`src/rtl/board_draw_if.sv`:
```
// board_draw_if: groups the sequencer's board-RAM read port, box-drawer command port and frame control.
interface board_draw_if;
    logic       go;
    logic       rd_en;
    logic [7:0] rd_addr;
    logic [2:0] rd_data;
    logic       box_start;
    logic [9:0] box_x0;
    logic [8:0] box_y0;
    logic [8:0] box_color;
    logic       box_done;
    logic       busy;
    logic       frame_done;

    modport master (
        input  go, rd_data, box_done,
        output rd_en, rd_addr, box_start, box_x0, box_y0, box_color, busy, frame_done
    );

    modport slave (
        output go, rd_data, box_done,
        input  rd_en, rd_addr, box_start, box_x0, box_y0, box_color, busy, frame_done
    );
endinterface

```
`src/rtl/board_draw_seq.sv`:
```
// board_draw_seq: walks the playfield row-major, reads each cell's piece code and
// issues one coloured box-draw command per cell, pulsing frame_done at the end.
module board_draw_seq #(
    parameter int         COLS        = 10,
    parameter int         ROWS        = 20,
    parameter int         CELL        = 24,
    parameter int         ORIGIN_X    = 200,
    parameter int         ORIGIN_Y    = 0,
    parameter logic [8:0] EMPTY_COLOR = 9'h000
) (
    input logic          CLOCK_50,
    input logic          resetn,
    board_draw_if.master bus
);
    localparam int CW = $clog2(COLS);
    localparam int RW = $clog2(ROWS);
    localparam logic [7:0][8:0] PAL = {9'o740, 9'o007, 9'o700, 9'o070, 9'o507, 9'o770, 9'o077, EMPTY_COLOR};

    typedef enum logic [2:0] {IDLE, FETCH, LATCH, ISSUE, WAIT, FINISH} state_t;

    state_t        state, next;
    logic [CW-1:0] col;
    logic [RW-1:0] row;
    logic          last;

    assign last           = col == CW'(COLS - 1) && row == RW'(ROWS - 1);
    assign bus.rd_en      = state == FETCH;
    assign bus.box_start  = state == ISSUE;
    assign bus.busy       = state inside {FETCH, LATCH, ISSUE, WAIT};
    assign bus.frame_done = state == FINISH;

    always_ff @(posedge CLOCK_50 or negedge resetn) begin
        if (!resetn) state <= IDLE;
        else         state <= next;
    end

    always_comb begin
        next = state;
        case (state)
            IDLE:    next = bus.go ? FETCH : IDLE;
            FETCH:   next = LATCH;
            LATCH:   next = ISSUE;
            ISSUE:   next = WAIT;
            WAIT:    next = !bus.box_done ? WAIT : last ? FINISH : FETCH;
            default: next = IDLE;
        endcase
    end

    // Position is tracked by accumulators; x wraps to the origin at each row end.
    always_ff @(posedge CLOCK_50 or negedge resetn) begin
        if (!resetn) begin
            col           <= '0;
            row           <= '0;
            bus.rd_addr   <= '0;
            bus.box_color <= '0;
            bus.box_x0    <= 10'(ORIGIN_X);
            bus.box_y0    <= 9'(ORIGIN_Y);
        end else if (state == IDLE && bus.go) begin
            col         <= '0;
            row         <= '0;
            bus.rd_addr <= '0;
            bus.box_x0  <= 10'(ORIGIN_X);
            bus.box_y0  <= 9'(ORIGIN_Y);
        end else if (state == LATCH) begin
            bus.box_color <= PAL[bus.rd_data];
        end else if (state == WAIT && bus.box_done && !last) begin
            bus.rd_addr <= bus.rd_addr + 8'd1;
            if (col != CW'(COLS - 1)) begin
                col        <= col + CW'(1);
                bus.box_x0 <= bus.box_x0 + 10'(CELL);
            end else begin
                col        <= '0;
                row        <= row + RW'(1);
                bus.box_x0 <= 10'(ORIGIN_X);
                bus.box_y0 <= bus.box_y0 + 9'(CELL);
            end
        end
    end
endmodule

```
`src/flat_wrapper.sv`:
```
// flat-port wrapper written by rule: the top's interface ports become plain ports
module board_draw_seq_flat 
#(
    parameter int         COLS        = 10,
    parameter int         ROWS        = 20,
    parameter int         CELL        = 24,
    parameter int         ORIGIN_X    = 200,
    parameter int         ORIGIN_Y    = 0,
    parameter logic [8:0] EMPTY_COLOR = 9'h000
)
  (CLOCK_50, resetn, bus_go, bus_rd_data, bus_box_done, bus_rd_en, bus_rd_addr, bus_box_start, bus_box_x0, bus_box_y0, bus_box_color, bus_busy, bus_frame_done);
  board_draw_if bus_i ();
  input logic CLOCK_50;
  input logic resetn;
  input wire logic [$bits(bus_i.go)-1:0] bus_go;
  input wire logic [$bits(bus_i.rd_data)-1:0] bus_rd_data;
  input wire logic [$bits(bus_i.box_done)-1:0] bus_box_done;
  output wire logic [$bits(bus_i.rd_en)-1:0] bus_rd_en;
  output wire logic [$bits(bus_i.rd_addr)-1:0] bus_rd_addr;
  output wire logic [$bits(bus_i.box_start)-1:0] bus_box_start;
  output wire logic [$bits(bus_i.box_x0)-1:0] bus_box_x0;
  output wire logic [$bits(bus_i.box_y0)-1:0] bus_box_y0;
  output wire logic [$bits(bus_i.box_color)-1:0] bus_box_color;
  output wire logic [$bits(bus_i.busy)-1:0] bus_busy;
  output wire logic [$bits(bus_i.frame_done)-1:0] bus_frame_done;
  assign bus_i.go = bus_go;
  assign bus_i.rd_data = bus_rd_data;
  assign bus_i.box_done = bus_box_done;
  assign bus_rd_en = bus_i.rd_en;
  assign bus_rd_addr = bus_i.rd_addr;
  assign bus_box_start = bus_i.box_start;
  assign bus_box_x0 = bus_i.box_x0;
  assign bus_box_y0 = bus_i.box_y0;
  assign bus_box_color = bus_i.box_color;
  assign bus_busy = bus_i.busy;
  assign bus_frame_done = bus_i.frame_done;
  board_draw_seq #(.COLS(COLS), .ROWS(ROWS), .CELL(CELL), .ORIGIN_X(ORIGIN_X), .ORIGIN_Y(ORIGIN_Y), .EMPTY_COLOR(EMPTY_COLOR)) u_core (.CLOCK_50(CLOCK_50), .resetn(resetn), .bus(bus_i));
endmodule
```
`config.mk`:
```
export PLATFORM = sky130hd
export DESIGN_NAME = board_draw_seq_flat
export DESIGN_NICKNAME = d
export VERILOG_FILES = /design/src/rtl/board_draw_if.sv /design/src/rtl/board_draw_seq.sv /design/src/flat_wrapper.sv
export SDC_FILE = /design/constraint.sdc
export NUM_CORES = 1
export LEC_CHECK = 0
export BUFFER_PORTS_ARGS = -buffer_cell sky130_fd_sc_hd__buf_2
export CAP_MARGIN = 20
export CORE_MARGIN = 2
export CORE_UTILIZATION = 35
export CTS_BUF_LIST = sky130_fd_sc_hd__clkbuf_16
export CTS_CLUSTER_DIAMETER = 100
export DETAILED_ROUTE_END_ITERATION = 10
export PLACE_DENSITY = 0.53
export SYNTH_ARGS = -nofsm -noshare
export SYNTH_HDL_FRONTEND = slang
export SYNTH_SLANG_ARGS = --single-unit
```
`constraint.sdc`:
```
create_clock -name CLOCK_50 -period 2.37 [get_ports CLOCK_50]
set_clock_uncertainty 0.05 [all_clocks]
set_input_delay 0.1185 -clock CLOCK_50 [delete_from_list [all_inputs] [get_ports CLOCK_50]]
set_output_delay 0.1185 -clock CLOCK_50 [all_outputs]
set_load 0.02 [all_outputs]
```
==> flow_metrics.tcl <==
set metrics [dict create \
    hold_viol_final 0 \
    max-slew-margin-rel 0.4207 \
    drv_slew 0 \
    grt_pass1_wl_um 7845 \
    synthXorXnorAreaFrac 0.03312 \
    synth_cell_types 53 \
    outcome "finished clean" \
    die_h_um 81.75 \
    first_pass_iters 4 \
    place.gp.congestion 0.7851 \
    fmax_mhz 513.5 \
    grt_max_degree 39 \
    ir_worst_vdd_mv 0.6141 \
    yosysWarnings 0 \
    design_area_um2 2505 \
    cts_root_buf "clkbuf_16" \
    io-pin-count 47 \
    max_cap_viol_count 0 \
    async_flop_share 1.000 \
    dpl_cell_area_um2 2357 \
    grt_usage 0.1538 \
    synthTopCellsByArea "dfrtp_1 41%, ha_1 4.7%, buf_4 3.9%" \
    synth-compound-area-share 0.1478 \
    ys_seq_elements 38 \
    h-tree-depth 2 \
    r2r_setup_slack_ns 0.42 \
    yosysSeqAreaShare 0.4512 \
    drtIter0Drc 42 \
    synth.avg_cell_area_um2 9.661 \
    cp_max_fo 16 \
    clk_pin_slew_ns 0.05 \
    worst_slack_ns 0.4226 \
    wl_per_cell_um 13.71 \
    synthCells 219 \
    worst_slew_pin_slew_ns 0.8690 \
    setup_viol 0 \
    synth.largest_area_cell "dfrtp_1" \
    die_area_um2 6683 \
    cts_max_path_buffers 2 \
    hold_depth 3 \
    numPortBuffers 40 \
    cellLeakagePower_uw 0.001193 \
    mostFrequentLayoutCells "40 x buf_2, 35 x dfrtp_1, 17 x nand2_1, 16 x nor2_1, 13 x o21ai_0" \
    placedCellCount 326 \
    drc_errors 0 \
    drive_gt1_frac 0.2500 \
    cts_tree "yes" \
    n_antenna_cell 0 \
    antenna_found_initial 0 \
    start_util 0.3595 \
    r2r_end "u_core.bus.rd_addr[3]" \
    first_global_vias 1641 \
    final_common_cell "buf_2" \
    place_ws_ns 0.4315 \
    regArea_um2 954.7 \
    wl_met2_um 2190 \
    wl_um 4592 \
    whs_ns 0.1313 \
    area_growth_pct 18.39 \
    wl_met1_um 2098 \
    synth_mux_area_frac 0.03371 \
    layout.nets 274 \
    top_layer_used "met4" \
    clock_latency_ns 0.28 \
    worstPathArrival_ns 2.06 \
    cts_setup_buffers 0 \
    critPathKind "flip-flop to flip-flop" \
    multi_input_area_um2 1030 \
    end_kind "flip-flop" \
    hold_end "u_core.bus.box_color[6]" \
    start_kind "flip-flop" \
    cts_num_sinks 38 \
    synth_ff_type "dfrtp_1" \
    core.rowCount 28 \
    antenna_left 0 \
    wl_met3_um 243 \
    hpwl_um 3241 \
    hold_path.class "input port to flip-flop" \
    fill_cells 601 \
    synthSimpleGateAreaFrac 0.2141 \
    fin_setup_tns_ns 0 \
    grt-ovfl-total 0 \
    period_share 0.8217 \
    cellPowerDensity_nw_per_um2 1016 \
    r2r-start "u_core.col[1]" \
    synth_top_family_by_area "simple AND/OR/NAND/NOR gates" \
    cts_made_buffers 5 \
    worstPathRequired_ns 2.48 \
    fp.dieW_um 81.75 \
    period_needed_ns 1.947 \
    layout.cells.non_filler 335 \
    min_from "bus_rd_data[1]" \
    avgViaCountPerCell 5.140 \
    synth_top_area_share 0.4140 \
    synth_fa_ha_area_frac 0.04731 \
    rsz0062_at_grt "false" \
    core_um2 5886 \
    synth_edf_count 0 \
    reg2regPathDepth 6 \
    dr_total_vias 1722 \
    syn-cell-area_um2 2116 \
]
worst max-delay path by stage:
stage,start,to,cells after the start,slack [ns]
6_report,u_core.col[1],u_core.bus.rd_addr[3],6,0.42
5_1_grt,u_core.col[1],u_core.bus.rd_addr[3],6,0.25
4_1_cts,u_core.col[1],u_core.bus.rd_addr[3],6,0.42
3_5_place_dp,u_core.col[1],u_core.bus.rd_addr[3],6,0.43
3_3_place_gp,u_core.col[0],u_core.bus.rd_addr[5],5,0.48
2_1_floorplan,u_core.col[0],u_core.bus.rd_addr[3],6,0.56
synth_stat cells, types with 5 or more instances:
| library cell | number |
|---|---|
| dfrtp_1 | 35 |
| a21oi_1 | 12 |
| ha_1 | 8 |
| or3_1 | 5 |
| o21ai_0 | 13 |
| nor2_1 | 16 |
| xnor2_1 | 5 |
| nand3_1 | 12 |
| nand2_1 | 17 |
| buf_4 | 11 |
| inv_1 | 9 |
| mux2i_1 | 6 |
critical path, stage by stage (launching register included):
cell      delay [ns]
dfrtp_1         0.40
inv_1           0.07
ha_1            0.18
nand3b_1        0.20
o21ai_2         0.59
nor3_1          0.10
a211o_1         0.24
flip-flops by register name, indices dropped and copies added, names as in the netlist:
register and flops:
u_core.state 3, u_core.row 5, u_core.bus.rd_addr 8, u_core.bus.box_color 5, u_core.bus.box_x0 7, u_core.bus.box_y0 6
u_core.col 4
per-layer routing:
layer / up-vias / GRT usage
li1: 853 / -
met1: 827 / 0.2004
met2: 37 / 0.2439
met3: 5 / 0.04066
met4: 0 / 0.05833
met5: - / 0
where the power goes:
group          switching, uW  internal (uW)
logic                    599            369
registers                152            800
clock network            244            380
per-stage QoR:
stage                     utilization  power, uW
after detailed placement       0.4005       1942
after global placement         0.4005       1935
after CTS                      0.4256       2579
after floorplan                     -       1674
final                          0.4256       2544
after global routing           0.4256       2747
logic make-up (layout without fill, tap and decap cells):
group | after synthesis | after routing
xor gates and xnor gates | 8 | 8
and+or+nand+nor | 80 | 80
DFF | 38 | 38
other | 1 | 6
adders and majority gates | 8 | 8
buffers and inverters | 28 | 64
AOI/OAI and AO/OA | 49 | 49
muxes | 7 | 7
final cells by class:
type / instances / share of cell area
flip-flops and latches: 38 / 0.3811
clock inverters: 3 / 0.004995
inverters: 9 / 0.01349
repair buffers: 47 / 0.1019
clock buffers: 5 / 0.04995
well taps: 75 / 0.03746
multi-input cells: 158 / 0.4111
repair_timing:
item                       CTS  global route
resized for setup            0             0
setup endpoints to repair    0             0
hold buffers                 1             0
hold endpoints to repair    35             0
No activity file was read; power rests on OpenSTA's default activity.
